`src/rtl/tug_match_ctrl.sv`:
```
// Match-level sequencer for tug-of-war: scores rounds, holds the playfield in reset between rounds, declares the champion.
// Optional win-by-two scoring is enabled by defining TUG_WIN_BY_TWO_EN.
module tug_match_ctrl #(
  parameter int SCORE_W     = 3,
  parameter int WIN_SCORE   = 7,
  parameter int HOLD_CYCLES = 4
) (
  input  logic               clk,
  input  logic               reset,
  input  logic               start,
  input  logic               win_l,
  input  logic               win_r,
  output logic               field_reset,
  output logic               play_en,
  output logic [SCORE_W-1:0] score_l,
  output logic [SCORE_W-1:0] score_r,
  output logic               match_over,
  output logic               champ_l,
  output logic               champ_r
);

  localparam logic [1:0] ST_IDLE = 2'd0;
  localparam logic [1:0] ST_PLAY = 2'd1;
  localparam logic [1:0] ST_HOLD = 2'd2;
  localparam logic [1:0] ST_OVER = 2'd3;

  localparam int HOLD_W = (HOLD_CYCLES > 1) ? $clog2(HOLD_CYCLES) : 1;
  localparam logic [HOLD_W-1:0]  HOLD_LOAD = HOLD_W'(HOLD_CYCLES - 1);
  localparam logic [SCORE_W-1:0] WIN_VAL   = SCORE_W'(WIN_SCORE);

`ifdef TUG_WIN_BY_TWO_EN
  localparam logic [SCORE_W-1:0] MAX_VAL = {SCORE_W{1'b1}};

  // Returns {over, new_winner, new_loser}; near the top of the range both scores shift down to keep the lead.
  function automatic logic [2*SCORE_W:0] by_two_step(input logic [SCORE_W-1:0] w,
                                                     input logic [SCORE_W-1:0] o);
    logic [SCORE_W-1:0] nw;
    logic [SCORE_W-1:0] no;
    logic               done;
    if (w == MAX_VAL) begin
      nw = w;
      no = o - SCORE_W'(1);
    end else if ((w + SCORE_W'(1) == MAX_VAL) && (o == MAX_VAL)) begin
      nw = w;
      no = o - SCORE_W'(1);
    end else begin
      nw = w + SCORE_W'(1);
      no = o;
    end
    done = (nw >= WIN_VAL) && ({1'b0, nw} >= ({1'b0, no} + (SCORE_W + 1)'(2)));
    return {done, nw, no};
  endfunction
`endif

  logic [1:0]         state_r;
  logic [1:0]         state_s;
  logic [HOLD_W-1:0]  hold_cnt_r;
  logic [HOLD_W-1:0]  hold_cnt_s;
  logic [SCORE_W-1:0] score_l_s;
  logic [SCORE_W-1:0] score_r_s;
  logic               field_reset_s;
  logic               play_en_s;
  logic               match_over_s;
  logic               champ_l_s;
  logic               champ_r_s;
  logic               round_over_s;
  logic [SCORE_W-1:0] win_score_l_s;
  logic [SCORE_W-1:0] win_score_r_s;

  // Scores that would result from a single-sided round win, and whether that win ends the match.
  always_comb begin
    win_score_l_s = score_l;
    win_score_r_s = score_r;
    round_over_s  = 1'b0;
`ifdef TUG_WIN_BY_TWO_EN
    if (win_l) begin
      {round_over_s, win_score_l_s, win_score_r_s} = by_two_step(score_l, score_r);
    end else begin
      {round_over_s, win_score_r_s, win_score_l_s} = by_two_step(score_r, score_l);
    end
`else
    if (win_l) begin
      win_score_l_s = score_l + SCORE_W'(1);
      round_over_s  = (win_score_l_s == WIN_VAL);
    end else begin
      win_score_r_s = score_r + SCORE_W'(1);
      round_over_s  = (win_score_r_s == WIN_VAL);
    end
`endif
  end

  // Next-state and next-output logic for the match sequencer.
  always_comb begin
    state_s       = state_r;
    hold_cnt_s    = hold_cnt_r;
    score_l_s     = score_l;
    score_r_s     = score_r;
    field_reset_s = field_reset;
    play_en_s     = play_en;
    match_over_s  = match_over;
    champ_l_s     = champ_l;
    champ_r_s     = champ_r;
    case (state_r)
      ST_IDLE: begin
        if (start) begin
          state_s       = ST_PLAY;
          field_reset_s = 1'b0;
          play_en_s     = 1'b1;
        end else begin
          field_reset_s = 1'b1;
          play_en_s     = 1'b0;
        end
      end
      ST_PLAY: begin
        if (win_l ^ win_r) begin
          score_l_s     = win_score_l_s;
          score_r_s     = win_score_r_s;
          field_reset_s = 1'b1;
          play_en_s     = 1'b0;
          if (round_over_s) begin
            state_s      = ST_OVER;
            match_over_s = 1'b1;
            champ_l_s    = win_l;
            champ_r_s    = win_r;
          end else begin
            state_s    = ST_HOLD;
            hold_cnt_s = HOLD_LOAD;
          end
        end else begin
          field_reset_s = 1'b0;
          play_en_s     = 1'b1;
        end
      end
      ST_HOLD: begin
        if (hold_cnt_r == HOLD_W'(0)) begin
          state_s       = ST_PLAY;
          field_reset_s = 1'b0;
          play_en_s     = 1'b1;
        end else begin
          hold_cnt_s = hold_cnt_r - HOLD_W'(1);
        end
      end
      ST_OVER: begin
        if (start) begin
          state_s       = ST_PLAY;
          score_l_s     = SCORE_W'(0);
          score_r_s     = SCORE_W'(0);
          match_over_s  = 1'b0;
          champ_l_s     = 1'b0;
          champ_r_s     = 1'b0;
          field_reset_s = 1'b0;
          play_en_s     = 1'b1;
        end else begin
          field_reset_s = 1'b1;
          play_en_s     = 1'b0;
        end
      end
      default: begin
        state_s       = ST_IDLE;
        field_reset_s = 1'b1;
        play_en_s     = 1'b0;
      end
    endcase
  end

  // State and registered outputs; reset wins over everything.
  always_ff @(posedge clk) begin
    if (reset) begin
      state_r     <= ST_IDLE;
      hold_cnt_r  <= HOLD_W'(0);
      score_l     <= SCORE_W'(0);
      score_r     <= SCORE_W'(0);
      field_reset <= 1'b1;
      play_en     <= 1'b0;
      match_over  <= 1'b0;
      champ_l     <= 1'b0;
      champ_r     <= 1'b0;
    end else begin
      state_r     <= state_s;
      hold_cnt_r  <= hold_cnt_s;
      score_l     <= score_l_s;
      score_r     <= score_r_s;
      field_reset <= field_reset_s;
      play_en     <= play_en_s;
      match_over  <= match_over_s;
      champ_l     <= champ_l_s;
      champ_r     <= champ_r_s;
    end
  end

endmodule

```
`config.mk`:
```
export PLATFORM = sky130hd
export DESIGN_NAME = tug_match_ctrl
export DESIGN_NICKNAME = d
export VERILOG_FILES = /design/src/rtl/tug_match_ctrl.sv
export SDC_FILE = /design/constraint.sdc
export NUM_CORES = 1
export LEC_CHECK = 0
export BUFFER_PORTS_ARGS = -buffer_cell sky130_fd_sc_hd__buf_2
export CELL_PAD_IN_SITES_DETAIL_PLACEMENT = 0
export CELL_PAD_IN_SITES_GLOBAL_PLACEMENT = 1
export CORE_ASPECT_RATIO = 1.2
export CORE_MARGIN = 1.5
export CORE_UTILIZATION = 39
export DETAILED_ROUTE_END_ITERATION = 7
export PLACE_DENSITY_LB_ADDON = 0.1
export REMOVE_ABC_BUFFERS = 1
export SETUP_SLACK_MARGIN = 0.3
export SKIP_LAST_GASP = 1
export SLEW_MARGIN = 20
export SYNTH_ARGS = -nofsm -noshare
export SYNTH_HDL_FRONTEND = slang
export SYNTH_SLANG_ARGS = --single-unit
export TNS_END_PERCENT = 30
```
`constraint.sdc`:
```
create_clock -name clk -period 2.1 [get_ports clk]
set_clock_uncertainty 0.15 [all_clocks]
set_input_delay 0.42 -clock clk [delete_from_list [all_inputs] [get_ports clk]]
set_output_delay 0.42 -clock clk [all_outputs]
set_load 0.02 [all_outputs]
```
### After elaboration in Yosys (flattened, before gate mapping)

Index checks and enable logic that the tools add are counted.

| operators by class | value |
|---|---|
| $add $sub $neg | 3 |
| multiply operators | 0 |
| div/mod/pow operators | 0 |
| $lt $le $gt $ge | 0 |
| equality and inequality tests | 14 |
| shift-type cells | 0 |
| multiplexer cells | 35 |
| bitwise gates (word level) | 1 |
| reductions and logical operators | 10 |

Operators by type and width:

| operator | number |
|---|---|
| != test 2 bit, second input constant | 8 |
| AND reduction 4 bit | 4 |
| two-way mux 1 bit | 15 |
| two-way mux 3 bit | 5 |
| two-way mux 2 bit | 6 |
| one-hot mux 3 bit (2 select lines) | 2 |
| adder 3 x 1 -> 3 bit, second input constant | 2 |
| == test 3 bit, second input constant | 2 |
| one-hot mux 1 bit (2 select lines) | 3 |
| one-hot mux 1 bit (3 select lines) | 2 |
| one-hot mux 2 bit (3 select lines) | 1 |
| == test 2 bit, second input constant | 2 |
| logical NOT 2 bit | 2 |
| one-hot mux 2 bit (2 select lines) | 1 |
| nonzero test 2 bit | 2 |
| AND reduction 3 bit | 1 |
| == test 2 x 1 -> 1 bit, second input constant | 1 |
| != test 2 x 1 -> 1 bit, second input constant | 1 |
| OR reduction 2 bit | 1 |
| subtractor 2 x 1 -> 2 bit, second input constant | 1 |
| bitwise XOR 1 bit | 1 |

| word-level totals | value |
|---|---|
| bits in registers | 15 |
| bits in latches | 0 |
| bits in writable memories | 0 |
| ROM bits | 0 |
| input bits | 5 |
| logic and storage cells | 72 |
| memories kept | 0 |

### Depth between registers and ports, before layout

| depth | value |
|---|---|
| depth after elaboration | 6 |
| depth in mapped cells | 8 |
| mapped depth without buffers | 7 |

### Worst setup path after synthesis

OpenSTA, ideal clock, no wires.

| path | value |
|---|---|
| path kind | reg-to-reg |
| start | register score_r[0] |
| end | register hold_cnt_r[1] |
| library setup time | 0.061 ns |
| data arrival time | 1.602 ns |
| slack | 0.287 ns |
| stages on the path, launching flop included | 7 |
| path buffers | 0 |
| cells stage by stage | dfxtp_1 > ha_1 > xnor2_1 > nor4b_2 > or2_2 > o211ai_1 > and4b_1 |

| between the ends | value |
|---|---|
| longest elaborated chain between the ends | 5 |

Ends and longest elaborated chain:

| what | line | text |
|---|---|---|
| start, declared | 16 | `output logic [SCORE_W-1:0] score_r,` |
| start signal, assigned | 182 | `score_r <= score_r_s;` |
| adder 3 x 1 -> 3 bit | 86 | `win_score_r_s = score_r + SCORE_W'(1);` |
| == test 3 bit | 87 | `round_over_s = (win_score_r_s == WIN_VAL);` |
| two-way mux 1 bit | 82 | `if (win_l) begin` |
| != test 2 bit (no source line) | -- |  |
| AND reduction 4 bit (no source line) | -- |  |
| end signal, assigned | 180 | `hold_cnt_r <= hold_cnt_s;` |
| end, declared | 57 | `logic [HOLD_W-1:0] hold_cnt_r;` |

Every way passes these cells.
A chain may end at the register's enable or synchronous reset.

### Worst setup path after layout

| path | value |
|---|---|
| start | register state_r[1] |
| end | register hold_cnt_r[1] |

| between the ends | value |
|---|---|
| longest elaborated chain between the ends | 3 |
| elaborated cells between the ends (all ways) | 8 |

Ends and longest elaborated chain:

| what | line | text |
|---|---|---|
| start, declared | 55 | `logic [1:0] state_r;` |
| start signal, assigned | 179 | `state_r <= state_s;` |
| == test 2 bit or == test 2 x 1 -> 1 bit (tied branches) | 103 | `case (state_r)` |
| != test 2 bit (no source line) or nonzero test 2 bit (tied branches) | -- |  |
| AND reduction 4 bit (no source line) | -- |  |

Parallel ways exist; a longest one is shown, timed or not.

==> summary.md <==
| Metric | Value |
|---|---|
| Residual DRC | 0 |
| Number of synthesized flops with an enable pin | 0 |
| Row count | 18 |
| Crit-path slowest cell | dfxtp_1 |
| Fill count | roughly 220 |
| Status | finished, final reports clean |
| Vias in the first global route | approximately 800 |
| Met2 routed WL | approximately 1100 um |
| Diode count | 0 |
| Share of cells above drive strength 1 | 0.287 |
| Total wire length | 2130 um |
| Critical Path AT | around 1800 ps |
| Async SR Flop Fraction | 0 |
| Seq cells post-synth | 15 |
| Top FF cell, synth | dfxtp_1 |
| Minimum clock period | 1790 ps |
| Die H | 55.8 um |
| Die boundary width | roughly 47 um |
| Setup TNS | 0 ps |
| PD cells | roughly 1100 nW/um^2 |
| Max VDD drop | roughly 0.59 mV |
| Clock Latency Late Sink | 280 ps |
| Slew margin rel. | 0.716 |
| Post-Syn Area per Cell | 8.30 um^2 |
| Fin crit share | 0.850 |
| Final setup viols | 0 |
| Final ANT Viol Nets | 0 |
| Clock transition at path regs | around 90 ps |
| Crit end category | flop |
| Cts bufs inserted | 3 |
| Worst Tran Pin Value | around 420 ps |
| Routed vias | approximately 840 |
| First DRT Iteration DRCs | 14 |
| Seq/Total Area, Yosys | 0.332 |
| Routed vias/inst | 5.30 |
| Highest Clock Rate | around 560 MHz |
| Top Ports | 16 |
| Largest net degree at the start of global routing | 16 |
| P&R area growth vs syn | 23.4% |
| Post-DP HPWL | 1510 um |
| Total gr overflow | 0 |
| CTS Buffer Depth | 2 |
| Max Cap Viol | 0 |
| Met3 WL post-DR | around 52 um |
| Root Driver | clkbuf_4 |
| Syn Inst Count | approximately 110 |
| Kind of critical path | reg -> reg |
| GP Congestion | 0.752 |
| Port bufs | 15 |
| Final Hold Fails | 0 |
| Top layer in use | met4 |
| Global router's overall resource usage | 0.176 |
| Crit path launch type | flop |
| Critical path cell sequence | inv_1 > ha_1 > buf_4 > or2_2 > a21oi_1 > a31oi_1 > and4b_1 |
| WL/cell | approximately 13 um |
| Core ar. | approximately 2100 um^2 |
| Initial core utilization | 0.427 |
| Clock sink count | 15 |
| Hold-fix buffers, CTS | 0 |
| Count of unique library cells instantiated by Yosys | 35 |
| YS warnings | 0 |
| Hold Crit Class | in -> reg |
| Worst hold slack | 330 ps |
| Worst-path maximum fanout | 13 |
| Max Slew Vio Count | 0 |
| Pre-antenna DRT Iters | 4 |
| Cell area after synthesis | about 900 um^2 |
| Initial antenna violation count | 0 |
| RSZ-0062 raised after global routing | yes |
| Die footprint | 2620 um^2 |
| CTS HTree Levels | 1 |
| Global-route wire length before repair | between 3000 and 4000 um |
| Met1 WL | roughly 960 um |
| Leak pwr | between 0.0004 and 0.0005 uW |
| Worst path required time | between 2000 and 2500 ps |
| Nets | 141 |
| TritonCTS clock tree | done |
| Worst path max stage delay | around 360 ps |
power breakdown:
group / total [uW] / switching [uW] / internal, uW
sequential: 413 / 60.0 / 353
clock: 169 / 95.5 / 73.7
combinational: 620 / 345 / 275
metrics by stage:
step | std cells | utilization | worst slack, ps | total power (uW) | cell area [um^2]
global route | 159 | 0.527 | 196 | 1310 | 1120
finish | 159 | 0.527 | 315 | 1200 | 1120
floorplan | 105 | - | 287 | 825 | 885
global placement | 154 | 0.485 | 303 | 990 | 1030
CTS | 158 | 0.501 | 298 | 1170 | 1060
detailed placement | 154 | 0.485 | 286 | 996 | 1030
cell usage in the layout (no fill, tap or decap), types with 2 or more instances in the layout:
cell type,n
a311oi_1,2
dfxtp_2,2
nand4_1,2
dfxtp_1,12
inv_1,6
nor2b_1,2
a21oi_1,8
buf_4,5
nand3b_1,3
ha_1,5
a31oi_1,3
nand3_1,3
xnor2_1,2
nand2_1,7
a22oi_1,2
nor2_1,14
a21o_1,2
o21ai_0,2
nand2b_1,4
mux2i_1,2
buf_2,15
clkbuf_4,3
sequential cells by signal (all words and copies together), names as in the netlist:
name / count
state_r: 2
field_reset: 1
champ_l: 1
score_l: 3
score_r: 3
hold_cnt_r: 2
match_over: 1
champ_r: 1
play_en: 1
Yosys cell counts (2+ instances only):
library cell	number	share of area
nor2b_1	2	0.014
nor2_1	14	0.058
a31oi_1	3	0.021
a21o_1	2	0.017
or2_2	2	0.014
inv_1	6	0.025
nand3b_1	3	0.025
a311oi_1	2	0.019
nand4_1	2	0.014
a21oi_1	9	0.050
o21ai_0	4	0.022
nand2_1	7	0.029
ha_1	6	0.083
nor3_1	2	0.011
nand2b_1	4	0.028
a22oi_1	2	0.017
mux2i_1	2	0.022
xnor2_1	3	0.029
dfxtp_1	15	0.33
nand3_1	4	0.022
cell type report:
class | count | area (um^2) | area share
clock buffer | 4 | 26.3 | 0.0235
inverter | 6 | 22.5 | 0.0202
multi-input combinational | 84 | 611 | 0.547
sequential | 15 | 307 | 0.275
tap | 30 | 37.5 | 0.0336
timing repair buffer | 20 | 113 | 0.101
logic make-up after synthesis:
| logic type | share of synthesized area |
|---|---|
| AND/OR/NAND/NOR | 0.264 |
| AO/OA/AOI/OAI | 0.223 |
| flip-flops | 0.332 |
| buffers and inverters | 0.0470 |
| adder cells (fa/ha/maj) | 0.0830 |
| XOR/XNOR | 0.0291 |
| multiplexers | 0.0221 |
critical path: cells and delay by family, from the launching register on:
family | cells | cell delay, ps
AO/OA/AOI/OAI | 2 | 180
flip-flops | 1 | 360
AND/OR/NAND/NOR | 2 | 530
adder cells (fa/ha/maj) | 1 | 210
buffers and inverters | 2 | 260
final timing paths:
check | slack, ps | startpoint | cells after the start | to
max | 310 | state_r[1] | 7 | hold_cnt_r[1]
min | 330 | reset | 2 | score_r[0]
max reg2reg | 310 | state_r[1] | 7 | hold_cnt_r[1]
min reg2reg | 340 | score_l[1] | 2 | score_l[1]
layer usage:
layer	track usage	vias up
li1	-	429
met1	0.220	400
met2	0.286	11
met3	0.0292	2
met4	0.0714	0
met5	0	-
repair_timing:
action                                  CTS  global route
setup buffers                             0             1
resized for setup                         3            12
pin swaps                                 2             5
endpoints found under the setup margin    2             7
cloned                                    0             0
(Power assumes the default switching activity.)
